==> src/rtl/queue_frame_tx_if.sv <==
// Queue read-port bundle between the frame queue and its serialising consumer.
// master: the consumer that issues dequeue; slave: the queue that answers.
interface queue_frame_tx_if #(
    parameter int WIDTH = 11
);
    logic             q_empty;
    logic [WIDTH-1:0] q_data;
    logic             q_dequeue;

    modport master (
        input  q_empty,
        input  q_data,
        output q_dequeue
    );

    modport slave (
        output q_empty,
        output q_data,
        input  q_dequeue
    );
endinterface

==> src/rtl/queue_frame_tx.sv <==
// queue_frame_tx: pops pre-framed WIDTH-bit words from a queue and shifts them
// out LSB-first on tx, each bit held BAUD_DIV clocks. Every frame passes
// through IDLE -> FETCH -> CAPTURE -> SHIFT, giving a 3-clock idle-high gap.
// Optional macro QUEUE_FRAME_TX_CHECK_EN: drop words whose start bit (bit 0)
// is not 0 or whose stop bit (bit WIDTH-1) is not 1, pulsing frame_err.
module queue_frame_tx #(
    parameter int WIDTH    = 11,
    parameter int BAUD_DIV = 16
) (
    input  logic             clk,
    input  logic             reset,
    input  logic             enable,
    queue_frame_tx_if.master q_if,
    output logic             tx,
    output logic             busy,
    output logic             frame_done,
    output logic             frame_err
);
    localparam int               BW        = $clog2(WIDTH + 1);
    localparam logic [15:0]      BAUD_LAST = 16'(BAUD_DIV - 1);
    localparam logic [BW-1:0]    LAST_BIT  = BW'(WIDTH - 1);

    typedef enum logic [1:0] {
        S_IDLE    = 2'd0,
        S_FETCH   = 2'd1,
        S_CAPTURE = 2'd2,
        S_SHIFT   = 2'd3
    } state_t;

    state_t           r_state;
    logic [WIDTH-1:0] r_shift;
    logic [BW-1:0]    r_bit_idx;
    logic [15:0]      r_baud;
    logic             r_tx;
    logic             r_busy;
    logic             r_done;
    logic             r_dequeue;
    logic [WIDTH-1:0] w_shift_next;

`ifdef QUEUE_FRAME_TX_CHECK_EN
    logic r_err;
    logic w_frame_bad;

    // A word is malformed when its start bit is high or its stop bit is low.
    always_comb begin
        w_frame_bad = q_if.q_data[0] | ~q_if.q_data[WIDTH-1];
    end

    assign frame_err = r_err;
`else
    assign frame_err = 1'b0;
`endif

    // Next shift-register contents once the current bit period ends.
    always_comb begin
        w_shift_next = r_shift >> 1;
    end

    // Frame FSM: fetch one word, capture it, then shift it out bit by bit.
    always_ff @(posedge clk) begin
        if (reset) begin
            r_state   <= S_IDLE;
            r_shift   <= '0;
            r_bit_idx <= '0;
            r_baud    <= '0;
            r_tx      <= 1'b1;
            r_busy    <= 1'b0;
            r_done    <= 1'b0;
            r_dequeue <= 1'b0;
`ifdef QUEUE_FRAME_TX_CHECK_EN
            r_err     <= 1'b0;
`endif
        end else begin
            r_dequeue <= 1'b0;
            r_done    <= 1'b0;
`ifdef QUEUE_FRAME_TX_CHECK_EN
            r_err     <= 1'b0;
`endif
            case (r_state)
                S_IDLE: begin
                    r_tx <= 1'b1;
                    if (enable && !q_if.q_empty) begin
                        r_state   <= S_FETCH;
                        r_dequeue <= 1'b1;
                        r_busy    <= 1'b1;
                    end
                end
                S_FETCH: begin
                    // The queue presents data the cycle after the pop edge.
                    r_state <= S_CAPTURE;
                end
                S_CAPTURE: begin
                    r_bit_idx <= '0;
                    r_baud    <= '0;
`ifdef QUEUE_FRAME_TX_CHECK_EN
                    if (w_frame_bad) begin
                        r_err   <= 1'b1;
                        r_busy  <= 1'b0;
                        r_state <= S_IDLE;
                    end else
`endif
                    begin
                        r_shift <= q_if.q_data;
                        r_tx    <= q_if.q_data[0];
                        r_state <= S_SHIFT;
                    end
                end
                S_SHIFT: begin
                    if (r_baud == BAUD_LAST) begin
                        r_baud    <= '0;
                        r_shift   <= w_shift_next;
                        r_bit_idx <= r_bit_idx + 1'b1;
                        if (r_bit_idx == LAST_BIT) begin
                            r_tx    <= 1'b1;
                            r_done  <= 1'b1;
                            r_busy  <= 1'b0;
                            r_state <= S_IDLE;
                        end else begin
                            r_tx <= w_shift_next[0];
                        end
                    end else begin
                        r_baud <= r_baud + 16'd1;
                    end
                end
                default: begin
                    r_state <= S_IDLE;
                end
            endcase
        end
    end

    assign q_if.q_dequeue = r_dequeue;
    assign tx             = r_tx;
    assign busy           = r_busy;
    assign frame_done     = r_done;
endmodule

==> src/flat_wrapper.sv <==
// flat-port wrapper written by rule: the top's interface ports become plain ports
module queue_frame_tx_flat 
#(
    parameter int WIDTH    = 11,
    parameter int BAUD_DIV = 16
)
  (clk, reset, enable, tx, busy, frame_done, frame_err, q_if_q_empty, q_if_q_data, q_if_q_dequeue);
  queue_frame_tx_if #(.WIDTH(WIDTH)) q_if_i ();
  input  logic clk;
  input  logic reset;
  input  logic enable;
  output logic tx;
  output logic busy;
  output logic frame_done;
  output logic frame_err;
  input wire logic [$bits(q_if_i.q_empty)-1:0] q_if_q_empty;
  input wire logic [$bits(q_if_i.q_data)-1:0] q_if_q_data;
  output wire logic [$bits(q_if_i.q_dequeue)-1:0] q_if_q_dequeue;
  assign q_if_i.q_empty = q_if_q_empty;
  assign q_if_i.q_data = q_if_q_data;
  assign q_if_q_dequeue = q_if_i.q_dequeue;
  queue_frame_tx #(.WIDTH(WIDTH), .BAUD_DIV(BAUD_DIV)) u_core (.clk(clk), .reset(reset), .enable(enable), .q_if(q_if_i), .tx(tx), .busy(busy), .frame_done(frame_done), .frame_err(frame_err));
endmodule
==> config.mk <==
export PLATFORM = sky130hd
export DESIGN_NAME = queue_frame_tx_flat
export DESIGN_NICKNAME = d
export VERILOG_FILES = /design/src/rtl/queue_frame_tx_if.sv /design/src/rtl/queue_frame_tx.sv /design/src/flat_wrapper.sv
export SDC_FILE = /design/constraint.sdc
export NUM_CORES = 1
export LEC_CHECK = 0
export BUFFER_PORTS_ARGS = -buffer_cell sky130_fd_sc_hd__buf_2
export CORE_ASPECT_RATIO = 0.9
export CORE_UTILIZATION = 55
export CTS_BUF_LIST = sky130_fd_sc_hd__clkbuf_4 sky130_fd_sc_hd__clkbuf_8
export CTS_CLUSTER_SIZE = 24
export DETAILED_ROUTE_END_ITERATION = 16
export PLACE_DENSITY = 0.75
export REMOVE_ABC_BUFFERS = 1
export SETUP_SLACK_MARGIN = 0.3
export SLEW_MARGIN = 20
export SYNTH_ARGS = -nofsm -noshare
export SYNTH_HDL_FRONTEND = slang
export SYNTH_SLANG_ARGS = --single-unit
==> constraint.sdc <==
create_clock -name clk -period 2.31 [get_ports clk]
set_clock_uncertainty 0.05 [all_clocks]
set_input_delay 0.1155 -clock clk [delete_from_list [all_inputs] [get_ports clk]]
set_output_delay 0.1155 -clock clk [all_outputs]
set_load 0.005 [all_outputs]
==> results.cfg <==
[status]
status = finished, final reports clean

[setup_path]
r2r_cells = 5
worstSetupStartpointType = flip-flop
worstPathCellList = or4_4 > o41ai_4 > buf_2 > a2bb2oi_1 > nor2_1
crit_path_end_kind = flip-flop
rr_endpoint = u_core.r_baud[4]$_SDFFE_PP0N_
path_max_fanout = 6
cp_slowest_cell = or4_4
arrival_ns = 2.18
r2r_setup_slack_ns = 0.24
path_class = flip-flop to flip-flop
critPathRequiredTime_ns = 2.42
reg2reg_from = u_core.r_baud[14]$_SDFFE_PP0N_
slowest_delay_ns = 0.54

[floorplanning]
die_x_um = 65.1
io_pins = 20
die_height_um = 58.8
core_um2 = 3400
fp-row-count = 20
die_area_um2 = 3830
initial_utilization = 0.579

[layout]
area_growth_pct = 15.1
multiInputGateArea_um2 = 1180
drive_above_1_share = 0.247
num_antenna_cells = 0
final_area_um2 = 2270
layout.cells.non_filler = 291
seq_area_um2 = 724
final_cell_mix = dfxtp_1, buf_2, a21oi_1, nand3_1, nand2_1
final_nets = 272
final_util = 0.667
final_common_cell = dfxtp_1
nFillCells = 310

[clock_tree]
clock_latency_ns = 0.29
clk_root_buffer_cell = clkbuf_8
ctsHoldBuffers = 0
clkSlewWorstSetupHoldPaths_ns = 0.07
cts_buffer_depth = 2
cts_buffers = 5
cts_tree = built
cts_num_sinks = 36
htreeDepth = 2

[worst_hold_path]
worstHoldEndpoint = u_core.r_shift[10]$_SDFFE_PP0P_
min-delay-path-class = input pin to flip-flop
hold_depth = 3
min_from = q_if_q_data[10]

[pwr]
power.density_nw_per_um2 = 830
total_leakage_power_nw = 0.844
ir_drop_v = 0.000571

[timing]
setup_viol = 0
fin_crit_ns = 2.07
fmax_ghz = 0.484
setup_tns_ns = 0
hold_violations = 0
worstMarginPinSlew_ns = 0.601
drv_slew = 0
period_share = 0.895
slew_headroom = 0.596
setup_ws_ns = 0.243
rsz0062_at_grt = true

[global_routing]
grt_pass1_wl_mm = 7.12
grt_antenna_before_repair = 0
grt_overflow = 0
grtUsageTotal = 0.246
grt_pass1_vias = 1538
grt_max_degree = 23

[drt]
viasPerCell = 6.21
routed_wl_mm = 4.38
first_iter_violations = 97
wl_per_cell_um = 15.1
firstDrtPassIters = 4
ant_nets = 0
drc = 0
num_vias = 1806

[yosys]
synth_seq_cells = 36
avgSynthCellArea_um2 = 8.92
yosysWarnings = 0
yosysUniqueCellTypes = 45
ys_seq_area_frac = 0.365
ys_async_sr_fraction = 0
syn_inst = 221
syn_area_um2 = 1970
synth_edf_count = 0
ys.flop_type = dfxtp_1

[placement]
pre_cts_ws_ns = 0.294
dp.cells = 277
gp_congestion = 0.860
place_area_um2 = 2100
hpwl_mm = 2.97
io_buffers = 18

[run]
cap_violations = 0
==> worst max path at each step <==
stage          slack, ns  cells past startpoint                           start                                to
2_1_floorplan      -0.20                      4   u_core.r_baud[7]$_SDFFE_PP0N_  u_core.r_bit_idx[0]$_SDFFE_PP0P_
3_3_place_gp        0.33                      5  u_core.r_baud[14]$_SDFFE_PP0N_    u_core.r_shift[5]$_SDFFE_PP0P_
3_5_place_dp        0.29                      5  u_core.r_baud[14]$_SDFFE_PP0N_    u_core.r_state[0]$_SDFFE_PP0P_
4_1_cts             0.27                      5  u_core.r_baud[14]$_SDFFE_PP0N_    u_core.r_shift[8]$_SDFFE_PP0P_
5_1_grt             0.21                      5   u_core.r_baud[7]$_SDFFE_PP0N_    u_core.r_shift[9]$_SDFFE_PP0P_
6_report            0.24                      5  u_core.r_baud[14]$_SDFFE_PP0N_     u_core.r_baud[4]$_SDFFE_PP0N_
==> routing by layer <==
layer | vias up | part of all wire | track usage
met5 | - | 0 | 0
met4 | 0 | 0.019 | 0.118
met3 | 10 | 0.051 | 0.0523
met2 | 56 | 0.45 | 0.363
met1 | 852 | 0.48 | 0.341
li1 | 888 | - | -
==> repair_timing <==
action	4_1_cts	5_1_grt
setup buffers	0	7
resized for setup	0	13
hold endpoints to repair	0	0
pin swaps	0	12
endpoints found under the setup margin	8	29
gates cloned	0	2
==> power breakdown <==
group | internal, mW | switching (mW) | leakage [nW]
combinational | 0.299 | 0.385 | 0.515
sequential | 0.728 | 0.0721 | 0.293
clock | 0.194 | 0.205 | 0.0359
==> cell families after synthesis <==
| logic type | count (synthesis) | synth area share |
|---|---|---|
| buf+inv | 20 | 0.0508 |
| compound gates | 72 | 0.277 |
| flops | 36 | 0.365 |
| fa+ha+maj | 8 | 0.0508 |
| xor+xnor | 2 | 0.00888 |
| simple gates | 72 | 0.194 |
| mux | 10 | 0.0508 |
| other cells | 1 | 0.00190 |
==> critical path, delay by kind of cell (launching register included) <==
kind            cells  cell delay (ns)
flops               1             0.34
compound gates      2             0.69
buf+inv             1             0.27
simple gates        2             0.59
==> registers in the layout (all words and copies together), names as in the netlist <==
signal / count
u_core.r_bit_idx: 4
u_core.r_shift: 10
u_core.r_baud: 16
u_core.q_if.q_dequeue: 1
u_core.busy: 1
u_core.r_state: 2
u_core.tx: 1
u_core.frame_done: 1
==> area by class of cell <==
cell class | count | area share
Clock buffer | 5 | 0.0303
Inverter | 7 | 0.0116
Multi-Input combinational cell | 165 | 0.519
Sequential cell | 36 | 0.319
Tap cell | 44 | 0.0243
Timing Repair Buffer | 34 | 0.0954
==> per-stage QoR <==
step                hold WS, ns  power, mW
floorplan                 0.133       1.27
global placement          0.352       1.42
detailed placement        0.359       1.44
CTS                      0.0597       1.84
global route             0.0685       2.01
finish                   0.0587       1.88
==> cells in the mapped netlist, types with 5 or more instances <==
library cell,n,area [µm²]
dfxtp_1,36,721
a21oi_1,18,90.1
nand3_1,15,75.1
nand2_1,14,52.6
nor2_1,11,41.3
mux2i_1,10,100
o21ai_0,10,50.1
a31oi_1,8,50.1
ha_1,8,100
a311oi_2,7,105
inv_1,7,26.3
a21o_1,6,45.0
nand2b_1,5,31.3
nor3_1,5,25.0
(Power assumes the default switching activity.)
